## src/rtl/ExceptStruct.sv

```systemverilog
// Exception pack handed over by the commit-stage exception examiner.
package ExceptStruct;

  localparam int unsigned EXLEN = 64;

  typedef struct packed {
    logic             except;
    logic [EXLEN-1:0] epc;
    logic [EXLEN-1:0] ecause;
    logic [EXLEN-1:0] etval;
  } ExceptPack;

endpackage

```

## src/rtl/TrapCtrlPkg.sv

```systemverilog
// Shared definitions for the trap/return commit controller: FSM states, CSR addresses,
// mstatus field positions, privilege levels and xRET request encodings.
package TrapCtrlPkg;

  typedef enum logic [2:0] {
    ST_IDLE,
    ST_TE_EPC,
    ST_TE_CAUSE,
    ST_TE_TVAL,
    ST_TE_STATUS,
    ST_RET_STATUS,
    ST_REDIRECT
  } trap_state_e;

  localparam logic [11:0] CSR_MSTATUS = 12'h300;
  localparam logic [11:0] CSR_MEPC    = 12'h341;
  localparam logic [11:0] CSR_MCAUSE  = 12'h342;
  localparam logic [11:0] CSR_MTVAL   = 12'h343;
  localparam logic [11:0] CSR_SEPC    = 12'h141;
  localparam logic [11:0] CSR_SCAUSE  = 12'h142;
  localparam logic [11:0] CSR_STVAL   = 12'h143;

  localparam int MSTATUS_SIE    = 1;
  localparam int MSTATUS_MIE    = 3;
  localparam int MSTATUS_SPIE   = 5;
  localparam int MSTATUS_MPIE   = 7;
  localparam int MSTATUS_SPP    = 8;
  localparam int MSTATUS_MPP_LO = 11;
  localparam int MSTATUS_MPP_HI = 12;

  localparam logic [1:0] PRIV_U = 2'b00;
  localparam logic [1:0] PRIV_S = 2'b01;
  localparam logic [1:0] PRIV_M = 2'b11;

  localparam logic [1:0] RET_MRET = 2'b10;
  localparam logic [1:0] RET_SRET = 2'b01;

endpackage

```

## src/rtl/trap_target_calc.sv

```systemverilog
// Combinational delegation decision and trap-vector target computation.
module trap_target_calc
  import TrapCtrlPkg::*;
#(
  parameter int unsigned XLEN = 64
) (
  input  logic [1:0]      priv_i,
  input  logic [XLEN-1:0] ecause_i,
  input  logic [XLEN-1:0] medeleg_i,
  input  logic [XLEN-1:0] mideleg_i,
  input  logic [XLEN-1:0] mtvec_i,
  input  logic [XLEN-1:0] stvec_i,
  input  logic            useS_i,
  output logic            toS_o,
  output logic [XLEN-1:0] target_o
);

  logic            isIrq;
  logic [XLEN-1:0] delegMask;
  logic [XLEN-1:0] tvec;
  logic [XLEN-1:0] tvecBase;
  logic [XLEN-1:0] vecOffset;

  // Machine mode never delegates; vectored mode only applies to interrupts.
  always_comb begin
    isIrq     = ecause_i[XLEN-1];
    delegMask = isIrq ? mideleg_i : medeleg_i;
    toS_o     = (priv_i != PRIV_M) && delegMask[ecause_i[5:0]];
    tvec      = useS_i ? stvec_i : mtvec_i;
    tvecBase  = {tvec[XLEN-1:2], 2'b00};
    vecOffset = {1'b0, ecause_i[XLEN-2:0]} << 2;
    target_o  = ((tvec[1:0] == 2'b01) && isIrq) ? (tvecBase + vecOffset) : tvecBase;
  end

endmodule

```

## src/rtl/trap_commit_ctrl.sv

```systemverilog
// Sequences trap entry and xRET: flush, one CSR write per state, privilege change,
// then a single-cycle PC redirect. Owns the current privilege level.
module trap_commit_ctrl
  import TrapCtrlPkg::*;
#(
  parameter int unsigned XLEN       = 64,
  parameter logic [1:0]  RESET_PRIV = 2'b11
) (
  input  logic                    clk,
  input  logic                    rstn,
  input  ExceptStruct::ExceptPack except_commit,
  input  logic                    valid_wb,
  input  logic [1:0]              csr_ret_wb,
  input  logic [XLEN-1:0]         mstatus_i,
  input  logic [XLEN-1:0]         mtvec_i,
  input  logic [XLEN-1:0]         stvec_i,
  input  logic [XLEN-1:0]         mepc_i,
  input  logic [XLEN-1:0]         sepc_i,
  input  logic [XLEN-1:0]         medeleg_i,
  input  logic [XLEN-1:0]         mideleg_i,
  output logic [1:0]              priv_o,
  output logic                    stall_o,
  output logic                    flush_o,
  output logic                    csr_we_o,
  output logic [11:0]             csr_waddr_o,
  output logic [XLEN-1:0]         csr_wdata_o,
  output logic                    redirect_o,
  output logic [XLEN-1:0]         redirect_pc_o
);

  trap_state_e     state_q;
  logic [1:0]      priv_q;
  logic            toS_q;
  logic            isMret_q;
  logic [XLEN-1:0] epc_q;
  logic [XLEN-1:0] ecause_q;
  logic [XLEN-1:0] etval_q;
  logic [XLEN-1:0] redirPc_q;

  logic            retReq;
  logic            delegS;
  logic [XLEN-1:0] trapPc;
  logic [XLEN-1:0] calcCause;
  logic [1:0]      retPriv;
  logic [XLEN-1:0] mstatusTrap;
  logic [XLEN-1:0] mstatusRet;

  assign retReq    = valid_wb && ((csr_ret_wb == RET_MRET) || (csr_ret_wb == RET_SRET));
  assign calcCause = (state_q == ST_IDLE) ? except_commit.ecause : ecause_q;
  assign retPriv   = isMret_q ? mstatus_i[MSTATUS_MPP_HI:MSTATUS_MPP_LO]
                              : {1'b0, mstatus_i[MSTATUS_SPP]};

  trap_target_calc #(
    .XLEN(XLEN)
  ) u_target (
    .priv_i    (priv_q),
    .ecause_i  (calcCause),
    .medeleg_i (medeleg_i),
    .mideleg_i (mideleg_i),
    .mtvec_i   (mtvec_i),
    .stvec_i   (stvec_i),
    .useS_i    (toS_q),
    .toS_o     (delegS),
    .target_o  (trapPc)
  );

  // An exception takes priority over a simultaneous xRET; the pack is frozen on entry.
  always_ff @(posedge clk) begin
    if (!rstn) begin
      state_q   <= ST_IDLE;
      priv_q    <= RESET_PRIV;
      toS_q     <= 1'b0;
      isMret_q  <= 1'b0;
      epc_q     <= '0;
      ecause_q  <= '0;
      etval_q   <= '0;
      redirPc_q <= '0;
    end else begin
      unique case (state_q)
        ST_IDLE: begin
          if (except_commit.except) begin
            state_q  <= ST_TE_EPC;
            toS_q    <= delegS;
            epc_q    <= except_commit.epc;
            ecause_q <= except_commit.ecause;
            etval_q  <= except_commit.etval;
          end else if (retReq) begin
            state_q  <= ST_RET_STATUS;
            isMret_q <= (csr_ret_wb == RET_MRET);
          end
        end
        ST_TE_EPC:   state_q <= ST_TE_CAUSE;
        ST_TE_CAUSE: state_q <= ST_TE_TVAL;
        ST_TE_TVAL:  state_q <= ST_TE_STATUS;
        ST_TE_STATUS: begin
          state_q   <= ST_REDIRECT;
          priv_q    <= toS_q ? PRIV_S : PRIV_M;
          redirPc_q <= trapPc;
        end
        ST_RET_STATUS: begin
          state_q   <= ST_REDIRECT;
          priv_q    <= retPriv;
          redirPc_q <= isMret_q ? mepc_i : sepc_i;
        end
        ST_REDIRECT: state_q <= ST_IDLE;
        default:     state_q <= ST_IDLE;
      endcase
    end
  end

  // mstatus images written on trap entry and on return, built from the live CSR value.
  always_comb begin
    mstatusTrap = mstatus_i;
    if (toS_q) begin
      mstatusTrap[MSTATUS_SPIE] = mstatus_i[MSTATUS_SIE];
      mstatusTrap[MSTATUS_SIE]  = 1'b0;
      mstatusTrap[MSTATUS_SPP]  = priv_q[0];
    end else begin
      mstatusTrap[MSTATUS_MPIE] = mstatus_i[MSTATUS_MIE];
      mstatusTrap[MSTATUS_MIE]  = 1'b0;
      mstatusTrap[MSTATUS_MPP_HI:MSTATUS_MPP_LO] = priv_q;
    end

    mstatusRet = mstatus_i;
    if (isMret_q) begin
      mstatusRet[MSTATUS_MIE]  = mstatus_i[MSTATUS_MPIE];
      mstatusRet[MSTATUS_MPIE] = 1'b1;
      mstatusRet[MSTATUS_MPP_HI:MSTATUS_MPP_LO] = PRIV_U;
    end else begin
      mstatusRet[MSTATUS_SIE]  = mstatus_i[MSTATUS_SPIE];
      mstatusRet[MSTATUS_SPIE] = 1'b1;
      mstatusRet[MSTATUS_SPP]  = 1'b0;
    end
  end

  always_comb begin
    csr_we_o    = 1'b0;
    csr_waddr_o = '0;
    csr_wdata_o = '0;
    unique case (state_q)
      ST_TE_EPC: begin
        csr_we_o    = 1'b1;
        csr_waddr_o = toS_q ? CSR_SEPC : CSR_MEPC;
        csr_wdata_o = epc_q;
      end
      ST_TE_CAUSE: begin
        csr_we_o    = 1'b1;
        csr_waddr_o = toS_q ? CSR_SCAUSE : CSR_MCAUSE;
        csr_wdata_o = ecause_q;
      end
      ST_TE_TVAL: begin
        csr_we_o    = 1'b1;
        csr_waddr_o = toS_q ? CSR_STVAL : CSR_MTVAL;
        csr_wdata_o = etval_q;
      end
      ST_TE_STATUS: begin
        csr_we_o    = 1'b1;
        csr_waddr_o = CSR_MSTATUS;
        csr_wdata_o = mstatusTrap;
      end
      ST_RET_STATUS: begin
        csr_we_o    = 1'b1;
        csr_waddr_o = CSR_MSTATUS;
        csr_wdata_o = mstatusRet;
      end
      default: ;
    endcase
  end

  assign priv_o        = priv_q;
  assign stall_o       = (state_q != ST_IDLE);
  assign flush_o       = (state_q == ST_IDLE) && (except_commit.except || retReq);
  assign redirect_o    = (state_q == ST_REDIRECT);
  assign redirect_pc_o = redirPc_q;

endmodule

```

## config.mk

```make
export PLATFORM = sky130hd
export DESIGN_NAME = trap_commit_ctrl
export DESIGN_NICKNAME = d
export VERILOG_FILES = /design/src/rtl/ExceptStruct.sv /design/src/rtl/TrapCtrlPkg.sv /design/src/rtl/trap_target_calc.sv /design/src/rtl/trap_commit_ctrl.sv
export SDC_FILE = /design/constraint.sdc
export NUM_CORES = 1
export LEC_CHECK = 0
export ABC_AREA = 0
export CORE_AREA = 2 2 306 308
export CTS_CLUSTER_DIAMETER = 50
export DETAILED_ROUTE_END_ITERATION = 10
export DIE_AREA = 0 0 308 310
export GPL_ROUTABILITY_DRIVEN = 0
export HOLD_SLACK_MARGIN = 0.15
export RECOVER_POWER = 50
export SYNTH_ARGS = -nofsm -noshare
export SYNTH_HDL_FRONTEND = slang
export SYNTH_SLANG_ARGS = --single-unit
```

## constraint.sdc

```tcl
create_clock -name clk -period 4.7 [get_ports clk]
set_clock_uncertainty 0.05 [all_clocks]
set_input_delay 0.705 -clock clk [delete_from_list [all_inputs] [get_ports clk]]
set_output_delay 0.705 -clock clk [all_outputs]
set_load 0.01 [all_outputs]
```

### Yosys cells after proc, flatten, opt, wreduce, memory -nomap -nowiden

Index checks and enable logic that the tools add are counted.

* bits in registers: 263
* latch bits: 0
* bits in writable memories: 0
* memory bits (read-only): 0
* input bits: 646
* logic and storage cells: 67
* memories kept: 0

* add/subtract/negate cells: 1
* multiply operators: 0
* divide/modulo/power cells: 0
* $lt $le $gt $ge: 1
* equality and inequality tests: 11
* shift-type cells: 0
* mux-type cells: 32
* bitwise logic cells: 1
* reduce and logical (&&, ||, !) cells: 13

Operator list (number)
* two-way mux 64 bit: 5
* case mux 64 bit (5 select lines): 1
* case mux 64 bit (2 select lines): 1
* adder 64 bit: 1
* case mux 10 bit (4 select lines): 1
* two-way mux 10 bit: 3
* case mux 3 bit (5 select lines): 1
* two-way mux 1 bit: 12
* == test 3 bit (second input constant): 3
* two-way mux 2 bit: 4
* less-than comparator 6 x 7 -> 1 bit (second input constant): 1
* binary-select mux 1 bit (select 6 bit): 1
* == test 3 x 2 -> 1 bit (second input constant): 2
* two-way mux 3 bit: 2
* OR reduction 5 bit: 1
* == test 2 x 1 -> 1 bit (second input constant): 2
* logical AND 1 bit: 4
* case mux 2 bit (2 select lines): 1
* == test 3 x 1 -> 1 bit (second input constant): 1
* zero test 3 bit: 1
* != test 3 bit (second input constant): 1
* AND reduction 3 bit: 1
* nonzero test 3 bit: 1
* == test 2 bit (second input constant): 1
* 6 further kinds: 7

### Longest topological paths before layout

Gate-level depths: netlist of the first run.

* depth in word-level cells: 6
* depth in mapped cells: 21
* mapped depth without buffers: 16

### Cells and area by module

Synthesis of the first run repeated with hierarchy kept, for this count alone.

* cell total of the unflattened synthesis: 2656
* area total of the unflattened synthesis: 20148.1 um^2

By module, submodules not included
* trap_commit_ctrl: times used 1, cells each 1867, area an instance 14076.0 um^2
* trap_target_calc: times used 1, cells each 789, area an instance 6072.1 um^2

### Worst setup path before layout of the first run

No wires, ideal clock.

* path kind: reg-to-reg
* from: register state_q[1]
* to: register redirPc_q[63] (netlist: redirect_pc_o[63])
* library setup time: 131 ps
* data arrival time: 4069 ps
* data required time: 4519 ps
* slack: 449 ps
* stages on the path, launching flop included: 22
* buffers on the path: 5
* clock period less this slack: 4251 ps
* cell sequence: dfxtp_1 buf_2 nor3_4 clkbuf_1 clkinv_1 clkbuf_1 clkbuf_1 nand2_1 nand2_1 ha_1 clkbuf_1 and3_1 nand4_1 o22ai_1 a311oi_1 nand2_1 o21ai_0 or3b_1 a21o_1 a21oi_1 xor2_1 a21oi_1

* longest elaborated chain between the ends: 5

RTL lines
* start, declared: line trap_commit_ctrl.sv:31 `trap_state_e state_q;`
* start signal, assigned: line trap_commit_ctrl.sv:70 `state_q <= ST_IDLE;`
* start signal, assigned: line trap_commit_ctrl.sv:82 `state_q <= ST_TE_EPC;`
* start signal, assigned: line trap_commit_ctrl.sv:88 `state_q <= ST_RET_STATUS;`
* zero test 3 bit: line trap_commit_ctrl.sv:49 `assign calcCause = (state_q == ST_IDLE) ? except_commit.ecause : ecause_q;`
* two-way mux 64 bit: line trap_commit_ctrl.sv:49
* adder 64 bit / logical AND 1 bit (equally long branches): line trap_target_calc.sv:32 `target_o = ((tvec[1:0] == 2'b01) && isIrq) ? (tvecBase + vecOffset) : tvecBase;`
* two-way mux 64 bit: line trap_target_calc.sv:32
* case mux 64 bit (2 select lines): line trap_commit_ctrl.sv:79 `unique case (state_q)`
* end signal, assigned: line trap_commit_ctrl.sv:98 `redirPc_q <= trapPc;`
* end signal, assigned: line trap_commit_ctrl.sv:103 `redirPc_q <= isMret_q ? mepc_i : sepc_i;`
* end, declared: line trap_commit_ctrl.sv:38 `logic [XLEN-1:0] redirPc_q;`

Several ways; a longest one is shown, not always the timed one.
A chain may end at the register's enable or synchronous reset.

### Worst setup path after layout of the first run

* from: register state_q[2]
* to: register redirPc_q[48] (netlist: redirect_pc_o[48])

The elaborated chain is that of the path after synthesis.

==> results.env, run 1 <==
RUN_STATUS='complete, but fails checks'
FAILED_CHECKS='capacitance limit, slew limit'
SYNTH_SEQUENTIAL_AREA_RATIO_PCT=27.6
CRITPATHMAXFANOUT=12
GRT_START_MAX_NET_PINS=80
REG2REG_TO='redirect_pc_o[48]'
TIMING.SLEW.HEADROOM_PCT=-61.6
NETS=4227
PLACEMENTROWS=112
NUM_VIAS=23200
GRTUSAGETOTAL_PCT=22.2
LAYOUT.CELLS.MOST_COMMON_LIST='sky130_fd_sc_hd__nand2_1 (871), sky130_fd_sc_hd__clkdlybuf4s50_1 (714), sky130_fd_sc_hd__a21oi_1 (395), sky130_fd_sc_hd__dfxtp_1 (259), sky130_fd_sc_hd__nor2_1 (130)'
DRTPASS1ITERATIONS=5
GRT_UTIL_MET1_PCT=29.2
SYNTH_FF_TYPE='sky130_fd_sc_hd__dfxtp_1'
FIN_UTIL_PCT=33.0
HOLD-WORST-SLACK_NS=0.401
DIE_HEIGHT_UM=310
PORT_BUFFERS=784
GRT_SETUP_UNREPAIRED='false'
HTREE_LEVELS=2
DESIGN.DIE.AREA_UM2=95500
DRTANTENNAVIOLNETS=0
DETAIL_ROUTE.WIRELENGTH_UM=113000
MAX_CAPACITANCE_VIOLATION_COUNT=1
FIN_SETUP_TNS_NS=0
POWER.IR.VDD_WORST_mV=0.220
GRT_FIRST_PASS_WIRELENGTH_UM=154000
FP.COREAREA_UM2=92500
DRTITER0DRC=2001
INITIAL_CORE_UTIL_PCT=20.7
FF2FF_PATH_DEPTH=17
DP_WORST_SETUP_SLACK_NS=-0.284
DRV_SLEW=61
HOLD_VIOL=0
TIMING.CRITICAL_PATH.ARRIVAL_NS=5.03
ACHIEVABLE-FREQUENCY_GHz=0.219
SETUP-VIOLATIONS-FINAL=0
CLK_LAT_WORST_SKEW_NS=0.62
TRITONCTS_BUFFERS=52
POSTSYNTH.ASYNCRESETSHARE_PCT=0
CTS_MAX_PATH_BUFFERS=3
CP-END-KIND='flop'
CTS-HOLD-FIX-BUFFERS=0
MIN_FROM='redirect_pc_o[22]'
CRIT_PATH_START_KIND='flop'
CTSROOTBUFFERMASTER='sky130_fd_sc_hd__clkbuf_16'
YOSYS.CELL_TYPES.COUNT=78
POSTLAYOUTSETUPSLACKWORST_NS=0.133
PLACEDCELLCOUNT=4652
SYNTH-SEQ-CELLS=263
GRT_OVERFLOW_TOTAL=0
REGTOREGSTARTPOINT='state_q[2]'
PLACE.DETAILED.HPWL_UM=87100
SYNTH-EDFF-COUNT=0
P_LEAK_nW=11.8
DIE_X_UM=308
PATH_CLK_SLEW_NS=0.06
ROUTED_VIA_DENSITY=4.86
SYN-CELL-AREA_UM2=19100
LAYOUT-DRIVE-GT1-SHARE_PCT=8.99
NUMBER_OF_ANTENNA_VIOLATIONS_AT_THE_FIRST_CHECK_IN_GLOBAL_ROUTING=32
REG2REG_SLACK_NS=0.13
CTS_TREE='done'
HOLD_PATH_END='redirect_pc_o[22]'
GRT_PASS1_VIAS=21500
HOLD_PATH_CLASS='reg2reg'
AVGSYNTHCELLAREA_UM2=6.87
LAYOUTNONFILLERINSTCOUNT=4766
WORST-SLEW-PIN-TRANSITION_NS=2.42
CLOCK_SINK_COUNT=263
FIN_CRIT_NS=4.57
MOSTFREQUENTLAYOUTCELL='sky130_fd_sc_hd__nand2_1'
GR_LAYER_USAGE_MET3_PCT=5.26
TOP_USAGE_LAYER='met2'
CRITICAL_PATH_REQUIRED_NS=5.16
POST-ROUTE-DRC-COUNT=0
SYNTH-WARNING-COUNT=0
GROUTE.LAYER.MET2.USAGE_PCT=37.1
PWR_DENSITY_CELL_nW_PER_UM2=424
HOLD_DEPTH=2
SYNTHCELLS=2783
FLOW.AREA_GROWTH_FROM_SYNTHESIS_PCT=59.8
PERIOD_SHARE_PCT=97.2
WIRE_LENGTH_PER_CELL_UM=23.6
NUM_IO_PINS=792
PATH_CLASS='reg2reg'
[cell families after synthesis]
group / count (synthesis) / synth area share (%)
compound gates: 771 / 24.4
xor+xnor: 57 / 2.61
fa+ha+maj: 63 / 4.16
buf+inv: 248 / 5.11
flops: 263 / 27.6
mux: 199 / 11.0
other cells: 1 / 0.0196
simple gates: 1181 / 25.1
[critical path, cell delays in order (launching register included)]
cell and delay, ns:
sky130_fd_sc_hd__dfxtp_4 0.35, sky130_fd_sc_hd__nor3_4 0.24, sky130_fd_sc_hd__buf_4 0.18, sky130_fd_sc_hd__buf_12 0.17
sky130_fd_sc_hd__mux2i_2 0.29, sky130_fd_sc_hd__inv_1 0.21, sky130_fd_sc_hd__ha_4 0.34, sky130_fd_sc_hd__nand2_1 0.07
sky130_fd_sc_hd__o211ai_1 0.34, sky130_fd_sc_hd__a21oi_2 0.16, sky130_fd_sc_hd__o41ai_4 0.50, sky130_fd_sc_hd__a31oi_2 0.21
sky130_fd_sc_hd__o31ai_4 0.38, sky130_fd_sc_hd__a22oi_2 0.19, sky130_fd_sc_hd__o21ai_1 0.21, sky130_fd_sc_hd__xor2_1 0.22
sky130_fd_sc_hd__nand2_1 0.13, sky130_fd_sc_hd__a311oi_2 0.19
[area by class of cell]
class / instances / area [um2]
inverters: 33 / 138
clock buffers: 65 / 1460
well taps: 1197 / 1500
clock inverters: 32 / 280
repair buffers: 890 / 8830
fillers: 9884 / 62000
diodes: 8 / 20.0
multi-input cells: 2278 / 13000
flip-flops and latches: 263 / 5280
[registers in the layout, summed over array words and instances, names as in the netlist]
signal,flops
state_q,3
ecause_q,64
redirect_pc_o,64
etval_q,64
priv_o,2
epc_q,64
isMret_q,1
toS_q,1
[power by group]
group,total (W),switching (W),internal [W]
sequential,0.00274,0.000210,0.00253
clock,0.00373,0.00144,0.00229
combinational,0.00647,0.00382,0.00265
[cell usage after synthesis, drive strengths merged, types with 30 or more instances]
cell type	count	area share (%)
nand2	875	17
a21oi	398	10
dfxtp	263	28
clkbuf	165	3.2
nor2	133	2.6
o21ai	130	3.4
mux2i	123	6.5
mux2	75	4.4
ha	62	4.1
nand3	61	1.6
buf	50	1.2
a21o	37	1.5
xnor2	35	1.6
inv	31	0.61
a211oi	30	1.2
[per-stage QoR]
step	total power [W]	area [um2]
final	0.0129	30500
after floorplan	0.00625	19100
after global placement	0.00908	28600
after global routing	0.0137	30500
after CTS	0.0130	30400
after detailed placement	0.00909	28600
[worst max-delay path by stage]
stage                     slack, ns         startpoint                end  cells after the start
after floorplan                0.45         state_q[1]  redirect_pc_o[63]                     21
after global placement        -0.19  except_commit[65]  redirect_pc_o[63]                     17
after detailed placement      -0.28  except_commit[65]  redirect_pc_o[55]                     17
after CTS                      0.04         state_q[0]  redirect_pc_o[63]                     18
after global routing           0.01         state_q[2]  redirect_pc_o[60]                     18
final                          0.13         state_q[2]  redirect_pc_o[48]                     17
[per-layer routing]
layer	vias up	part of all wire, %
li1	11200	-
met1	10900	43
met2	983	47
met3	123	8.6
met4	24	1.6
met5	-	0.15
[timing repair]
action,in CTS,in global routing
setup endpoints to repair,62,19
buffers inserted,1,5
cloned,2,1
pin swaps,1,8
resized for setup,6,12
Note: power is estimated with default switching activity, not from simulation.
==> run 2: changes to the inputs <==
--- a/config.mk
+++ b/config.mk
@@ -13,6 +13,7 @@
 export GPL_ROUTABILITY_DRIVEN = 0
 export HOLD_SLACK_MARGIN = 0.15
 export RECOVER_POWER = 50
+export SLEW_MARGIN = 0
 export SYNTH_ARGS = -nofsm -noshare
 export SYNTH_HDL_FRONTEND = slang
 export SYNTH_SLANG_ARGS = --single-unit
==> results of run 2 <==
The final DEF is identical to that of run 1; final timing and power are the same.
